[src/rtl/sensor_conditioner.sv]
// Track-sensor front end: two-flop synchronisers, per-channel debounce,
// rising-edge pulses and a sticky stuck-active fault flag for supervision.
module sensor_conditioner #(
  parameter int DEB_CYCLES   = 4,
  parameter int DEB_W        = 3,
  parameter int STUCK_CYCLES = 1000,
  parameter int STUCK_W      = 10
) (
  input  logic       Clock,
  input  logic       RESET,
  input  logic [4:1] RAW,
  input  logic       FAULT_CLR,
  output logic [4:1] SR,
  output logic [4:1] SR_RISE,
  output logic [4:1] FAULT
);

  localparam logic [DEB_W-1:0]   DEB_LAST  = DEB_W'(DEB_CYCLES - 1);
  localparam logic [STUCK_W-1:0] STUCK_MAX = STUCK_W'(STUCK_CYCLES);

  logic [4:1]         s1_q, s2_q;
  logic [4:1]         sr_q, sr_d;
  logic [4:1]         rise_q, rise_d;
  logic [4:1]         fault_q, fault_d;
  logic [DEB_W-1:0]   deb_cnt_q   [4:1];
  logic [DEB_W-1:0]   deb_cnt_d   [4:1];
  logic [STUCK_W-1:0] stuck_cnt_q [4:1];
  logic [STUCK_W-1:0] stuck_cnt_d [4:1];

  function automatic logic [STUCK_W-1:0] sat_inc(input logic [STUCK_W-1:0] v);
    return (v == STUCK_MAX) ? v : v + STUCK_W'(1);
  endfunction

  always_comb begin
    sr_d    = sr_q;
    rise_d  = '0;
    fault_d = fault_q;
    for (int i = 1; i <= 4; i++) begin
      deb_cnt_d[i]   = '0;
      stuck_cnt_d[i] = '0;
      // A differing level must persist DEB_CYCLES synchronised cycles before SR follows
      if (s2_q[i] != sr_q[i]) begin
        if (deb_cnt_q[i] == DEB_LAST) sr_d[i] = s2_q[i];
        else                          deb_cnt_d[i] = deb_cnt_q[i] + DEB_W'(1);
      end
      rise_d[i] = sr_d[i] & ~sr_q[i];
      if (FAULT_CLR) begin
        fault_d[i] = 1'b0;
      end else begin
        if (sr_q[i]) stuck_cnt_d[i] = sat_inc(stuck_cnt_q[i]);
        if (stuck_cnt_d[i] == STUCK_MAX) fault_d[i] = 1'b1;
      end
    end
  end

  always_ff @(posedge Clock) begin
    if (RESET) begin
      s1_q    <= '0;
      s2_q    <= '0;
      sr_q    <= '0;
      rise_q  <= '0;
      fault_q <= '0;
      for (int i = 1; i <= 4; i++) begin
        deb_cnt_q[i]   <= '0;
        stuck_cnt_q[i] <= '0;
      end
    end else begin
      s1_q    <= RAW;
      s2_q    <= s1_q;
      sr_q    <= sr_d;
      rise_q  <= rise_d;
      fault_q <= fault_d;
      for (int i = 1; i <= 4; i++) begin
        deb_cnt_q[i]   <= deb_cnt_d[i];
        stuck_cnt_q[i] <= stuck_cnt_d[i];
      end
    end
  end

  assign SR      = sr_q;
  assign SR_RISE = rise_q;
  assign FAULT   = fault_q;

endmodule

[config.mk]
export PLATFORM = sky130hd
export DESIGN_NAME = sensor_conditioner
export DESIGN_NICKNAME = d
export VERILOG_FILES = /design/src/rtl/sensor_conditioner.sv
export SDC_FILE = /design/constraint.sdc
export NUM_CORES = 1
export LEC_CHECK = 0
export CAP_MARGIN = 15
export CORE_UTILIZATION = 50
export CTS_CLUSTER_DIAMETER = 40
export CTS_CLUSTER_SIZE = 14
export DETAILED_ROUTE_END_ITERATION = 12
export PLACE_DENSITY = 0.69
export SYNTH_ARGS = -nofsm -noshare
export SYNTH_HDL_FRONTEND = slang
export SYNTH_SLANG_ARGS = --single-unit
[constraint.sdc]
create_clock -name Clock -period 2.17 [get_ports Clock]
set_input_delay 0.3255 -clock Clock [delete_from_list [all_inputs] [get_ports Clock]]
set_output_delay 0.3255 -clock Clock [all_outputs]
set_load 0.05 [all_outputs]
## Yosys cells after proc, flatten, opt, wreduce, memory -nomap -nowiden

Memories as Yosys holds them, arrays and structs flattened.
Cells that the tools add are included.

| operators by class | value |
|---|---|
| $add $sub $neg | 8 |
| equal/unequal tests | 16 |
| mux-type cells | 43 |
| bitwise logic cells | 16 |
| reduce and logical (&&, ||, !) cells | 1 |

Operators by type and width:

| kind | count |
|---|---|
| 2-to-1 mux 10 bit | 20 |
| == test 10 bit (second input constant) | 8 |
| adder 10 x 1 -> 10 bit (second input constant) | 4 |
| 2-to-1 mux 3 bit | 12 |
| adder 3 x 1 -> 3 bit (second input constant) | 4 |
| == test 3 x 2 -> 1 bit (second input constant) | 4 |
| 2-to-1 mux 1 bit | 11 |
| OR 1 bit | 8 |
| AND 1 bit | 4 |
| != test 1 bit | 4 |
| NOT 1 bit | 4 |
| OR reduction 2 bit | 1 |

| storage, ports and cells | value |
|---|---|
| register bits | 20 |
| memory bits (writable) | 52 |
| input bits | 7 |
| output and inout port bits | 12 |
| word-level logic and storage cells | 94 |
| memories | 2 |

Memories:

| name | words | width | read ports | clocked after Yosys merged registers in | write ports | line | text |
|---|---|---|---|---|---|---|---|
| stuck_cnt_q | 4 | 10 | 4 | 0 | 4 | 27 | `logic [STUCK_W-1:0] stuck_cnt_q [4:1];` |
| deb_cnt_q | 4 | 3 | 4 | 0 | 4 | 25 | `logic [DEB_W-1:0] deb_cnt_q [4:1];` |

## Logic depth before layout (Yosys ltp)

| depth | value |
|---|---|
| depth in word-level cells | 6 |
| depth in mapped cells | 9 |
| gate-level depth less buffers | 7 |

## Worst setup path before layout

Ideal clock, no wire load.

| timing | value |
|---|---|
| path kind | register -> register |
| from | reg sr_q, in the netlist SR[4] |
| to | reg fault_q, in the netlist FAULT[4] |
| setup time | 60 ps |
| data arrival time | 1,737 ps |
| required time | 2,110 ps |
| path slack | 372 ps |
| stages on the path, launching flop included | 7 |
| buffers on the path | 1 |
| period minus slack after synthesis | 1,798 ps |
| cells stage by stage | dfxtp_1 buf_2 nor4bb_1 mux2_2 nand4_1 a2111oi_2 a22o_1 |

| on the way | value |
|---|---|
| cells in the longest elaborated chain, start to end | 3 |

RTL lines:

| element | line | text |
|---|---|---|
| start, declared | 22 | `logic [4:1] sr_q, sr_d;` |
| start signal, assigned | 70 | `sr_q <= sr_d;` |
| 2-to-1 mux 10 bit | 50 | `if (sr_q[i]) stuck_cnt_d[i] = sat_inc(stuck_cnt_q[i]);` |
| 2-to-1 mux 10 bit | 47 | `if (FAULT_CLR) begin` |
| == test 10 bit | 51 | `if (stuck_cnt_d[i] == STUCK_MAX) fault_d[i] = 1'b1;` |
| end signal, assigned | 72 | `fault_q <= fault_d;` |
| end, declared | 24 | `logic [4:1] fault_q, fault_d;` |

Every way passes these cells. The select of a mux whose other input is x is not followed.
A chain may end at the register's enable or synchronous reset.

## Worst setup path after layout

| timing | value |
|---|---|
| from | reg sr_q, in the netlist SR[3] |
| to | out SR[3] (netlist name) |

RTL lines:

| element | line | text |
|---|---|---|
| end, declared | 13 | `output logic [4:1] SR,` |

No word-level cell between the ends.

==> results.md <==
- Synth Area in Compound Gates: 7.10%
- Critical path type: flop to output port
- Die width: around 83 um
- Pleak: 1.26 nW
- Nets: about 400
- #FFs+latches synth: 72
- Worst-Skew Late Latency: 330 ps
- Hold buffers post-CTS: 0
- Global-route wire length before repair: approximately 9.6 mm
- Core ar.: 0.00635 mm^2
- Clock net sink count: 72
- Yosys top cell by area: dfxtp_1
- Syn_nets: 384
- Largest family of logic cells by synthesized area: simple AND/OR/NAND/NOR gates
- Worst EP required: 1840 ps
- Register area: ~0.0014 mm^2
- Filler cell count: 558
- TritonCTS buffer count: 9
- Hold Violations, Final: 0
- Post-synthesis async set-or-reset flop share: 0%
- Worst r2r path cells: 6
- Slew margin rel.: 64.2%
- Layout cells sized above 1: 8.97%
- Syn Inst Count: 361
- DR iter-0 viols: 77
- Pwr Density: 688 mW/mm^2
- Shortest period the worst path allows: a little over 2000 ps
- Multiplexer area fraction after synthesis: 3.43%
- Worst slew pin tran: 534 ps
- Via/cell ratio: ~5.3
- Syn Area/Cell: about 9.1 um^2
- Slowest cell on the critical path: clkdlybuf4s50_1
- Setup Viol. Count Final: 0
- RSZ-0062 raised after global routing: false
- CP Buf/Inv Count: 1
- Layout Utilization: about three fifths
- Switching share of power: 19.0%
- Combinational power share: under 10%
- Hold path cells: 1
- Port bufs: 18
- Largest net degree at the start of global routing: 13
- Synth Cell Area: 0.00328 mm^2
- Reg-to-Reg Start: stuck_cnt_q[0][20]
- Tot GR Track Use: about 17%
- Critical path launch point: SR[3]
- Synth top area share: 44.0%
- Gr ovfl total: 0
- VDD IR max: 0.426 mV
- Vias in the first global route: approximately 2200
- Post-DP HPWL: 4.02 mm
- CTS HTree Levels: 3
- Fin crit share: 93.6%
- Max Fclk: 0.492 GHz
- Net Switching: 495 uW
- Most frequent cells in the layout: dfxtp_1, nor2_1, xnor2_1
- Root buffer selected by CTS: clkbuf_8
- Post-route antenna net violation count: 0
- Number of synthesized flops with an enable pin: 0
- Internal power: 2.11 mW
- Final setup TNS: 0 ps
- WP depth: 1
- Post-Synth Adder-Cell Area: 6.10%
- Sequential share of power: between 50% and 60%
- Max-cap violations: 0
- Top delay family on crit path: buffers and inverters
- Startpoint types: flop
- Commonest non-fill, non-tap cell in the layout: dfxtp_1
- Multi-input gate area: 0.00172 mm^2
- Fin Clk Skew: 6.64 ps
- CTS tree: built
- Synth unique cells: 50
- Die Area: 0.00689 mm^2
- I/O pin total: 19
- DRT Pass-1 Iters: 4
- Post-CTS sizing: 0
- Routed wire length: roughly 5.6 mm
- Clock transition at path regs: 70 ps
- Wire per inst: 12.0 um
- ANT cells: 0
- Standard-cell rows: 29
- Crit path largest cell delay: 860 ps
- Sequential element share of the synthesized area: a little over two fifths
- Area contributors post-synth: dfxtp_1, ha_1, nor2_1
- DR vias: between 2000 and 2500
- Crit-path cells: clkdlybuf4s50_1
- Synth Flop Type: dfxtp_1
- Crit path arrival time: 1710 ps
- Slew Limit Fails: 0
- Clk buf depth: 2
- R2R Path End: FAULT[2]
- Layout area overhead: 15.4%
- FF-to-FF setup slack: 350 ps
- Gp weighted congestion: 0.837
- Initial antenna violation count: 0
- # Post-CTS Setup Buffers: 0
- Synth Area in Simple Gates: a little over a quarter
- Critical Path End Type: output port
- Clk pwr share: 47.4%
- YS warnings: 0
- Crit path max fanout: 9
- Status: completed
- Critical Path End: SR[3]
- DRC Markers: 0
- Die H: 83.0 um
- Xor and xnor area share after synthesis: 9.08%
- Starting density of the core: 51.6%
- Worst Hold Class: flop to flop
logic make-up after synthesis:
logic type / count (synthesis)
compound gates: 35
xor+xnor: 34
fa+ha+maj: 16
buf+inv: 30
flops: 72
mux: 11
simple gates: 163
Yosys cell counts (all sizes together) (10+ instances only):
library cell	instances
dfxtp	72
nor2	53
xnor2	22
nand2	21
inv	19
nand3	19
nor3	18
ha	16
a21oi	13
xor2	12
nor2b	10
registers in the layout, summed over array words and instances, names as in the netlist:
register and flops:
FAULT 4, deb_cnt_q 12, SR_RISE 4, SR 4, s1_q 4, stuck_cnt_q 40, s2_q 4
area by class of cell:
class | instances | share of cell area, %
Clock buffer | 10 | 3.37
Sequential cell | 72 | 38.1
Timing Repair Buffer | 24 | 5.95
Clock inverter | 6 | 2.84
Tap cell | 77 | 2.55
Multi-Input combinational cell | 259 | 45.3
Inverter | 19 | 1.88
worst min path at each step:
stage                     start          endpoint
6_report        deb_cnt_q[0][9]   deb_cnt_q[0][9]
3_3_place_gp    deb_cnt_q[0][9]   deb_cnt_q[0][9]
5_1_grt         deb_cnt_q[0][6]   deb_cnt_q[0][6]
3_5_place_dp    deb_cnt_q[0][6]   deb_cnt_q[0][6]
4_1_cts         deb_cnt_q[0][6]   deb_cnt_q[0][6]
2_1_floorplan  deb_cnt_q[0][12]  deb_cnt_q[0][12]
layer usage:
layer	wire length [um]	GRT usage, %
met1	2780	22.0
met2	2580	27.4
met3	165	3.68
met4	67	7.52
met5	0	0
per-stage QoR:
| step | cells | setup WS [ps] | total power [mW] | area (um^2) | hold slack, ps |
|---|---|---|---|---|---|
| finish | 467 | 139 | 2.61 | 3780 | 422 |
| global route | 467 | 55.2 | 2.72 | 3780 | 436 |
| CTS | 467 | 109 | 2.64 | 3780 | 425 |
| detailed placement | 451 | 191 | 1.40 | 3550 | 414 |
| global placement | 451 | 277 | 1.40 | 3550 | 407 |
| floorplan | 361 | 372 | 1.38 | 3280 | 399 |
power by group through the flow:
| stage | Combinational, mW | Sequential (mW) | Clock, mW |
|---|---|---|---|
| 6_report | 0.0369 | 1.33 | 1.23 |
| 5_1_grt | 0.0410 | 1.33 | 1.34 |
| 4_1_cts | 0.0377 | 1.33 | 1.27 |
| 3_5_place_dp | 0.0376 | 1.36 | 0 |
| 3_3_place_gp | 0.0367 | 1.36 | 0 |
| 2_1_floorplan | 0.0178 | 1.36 | 0 |
No activity file was read; power rests on OpenSTA's default activity.
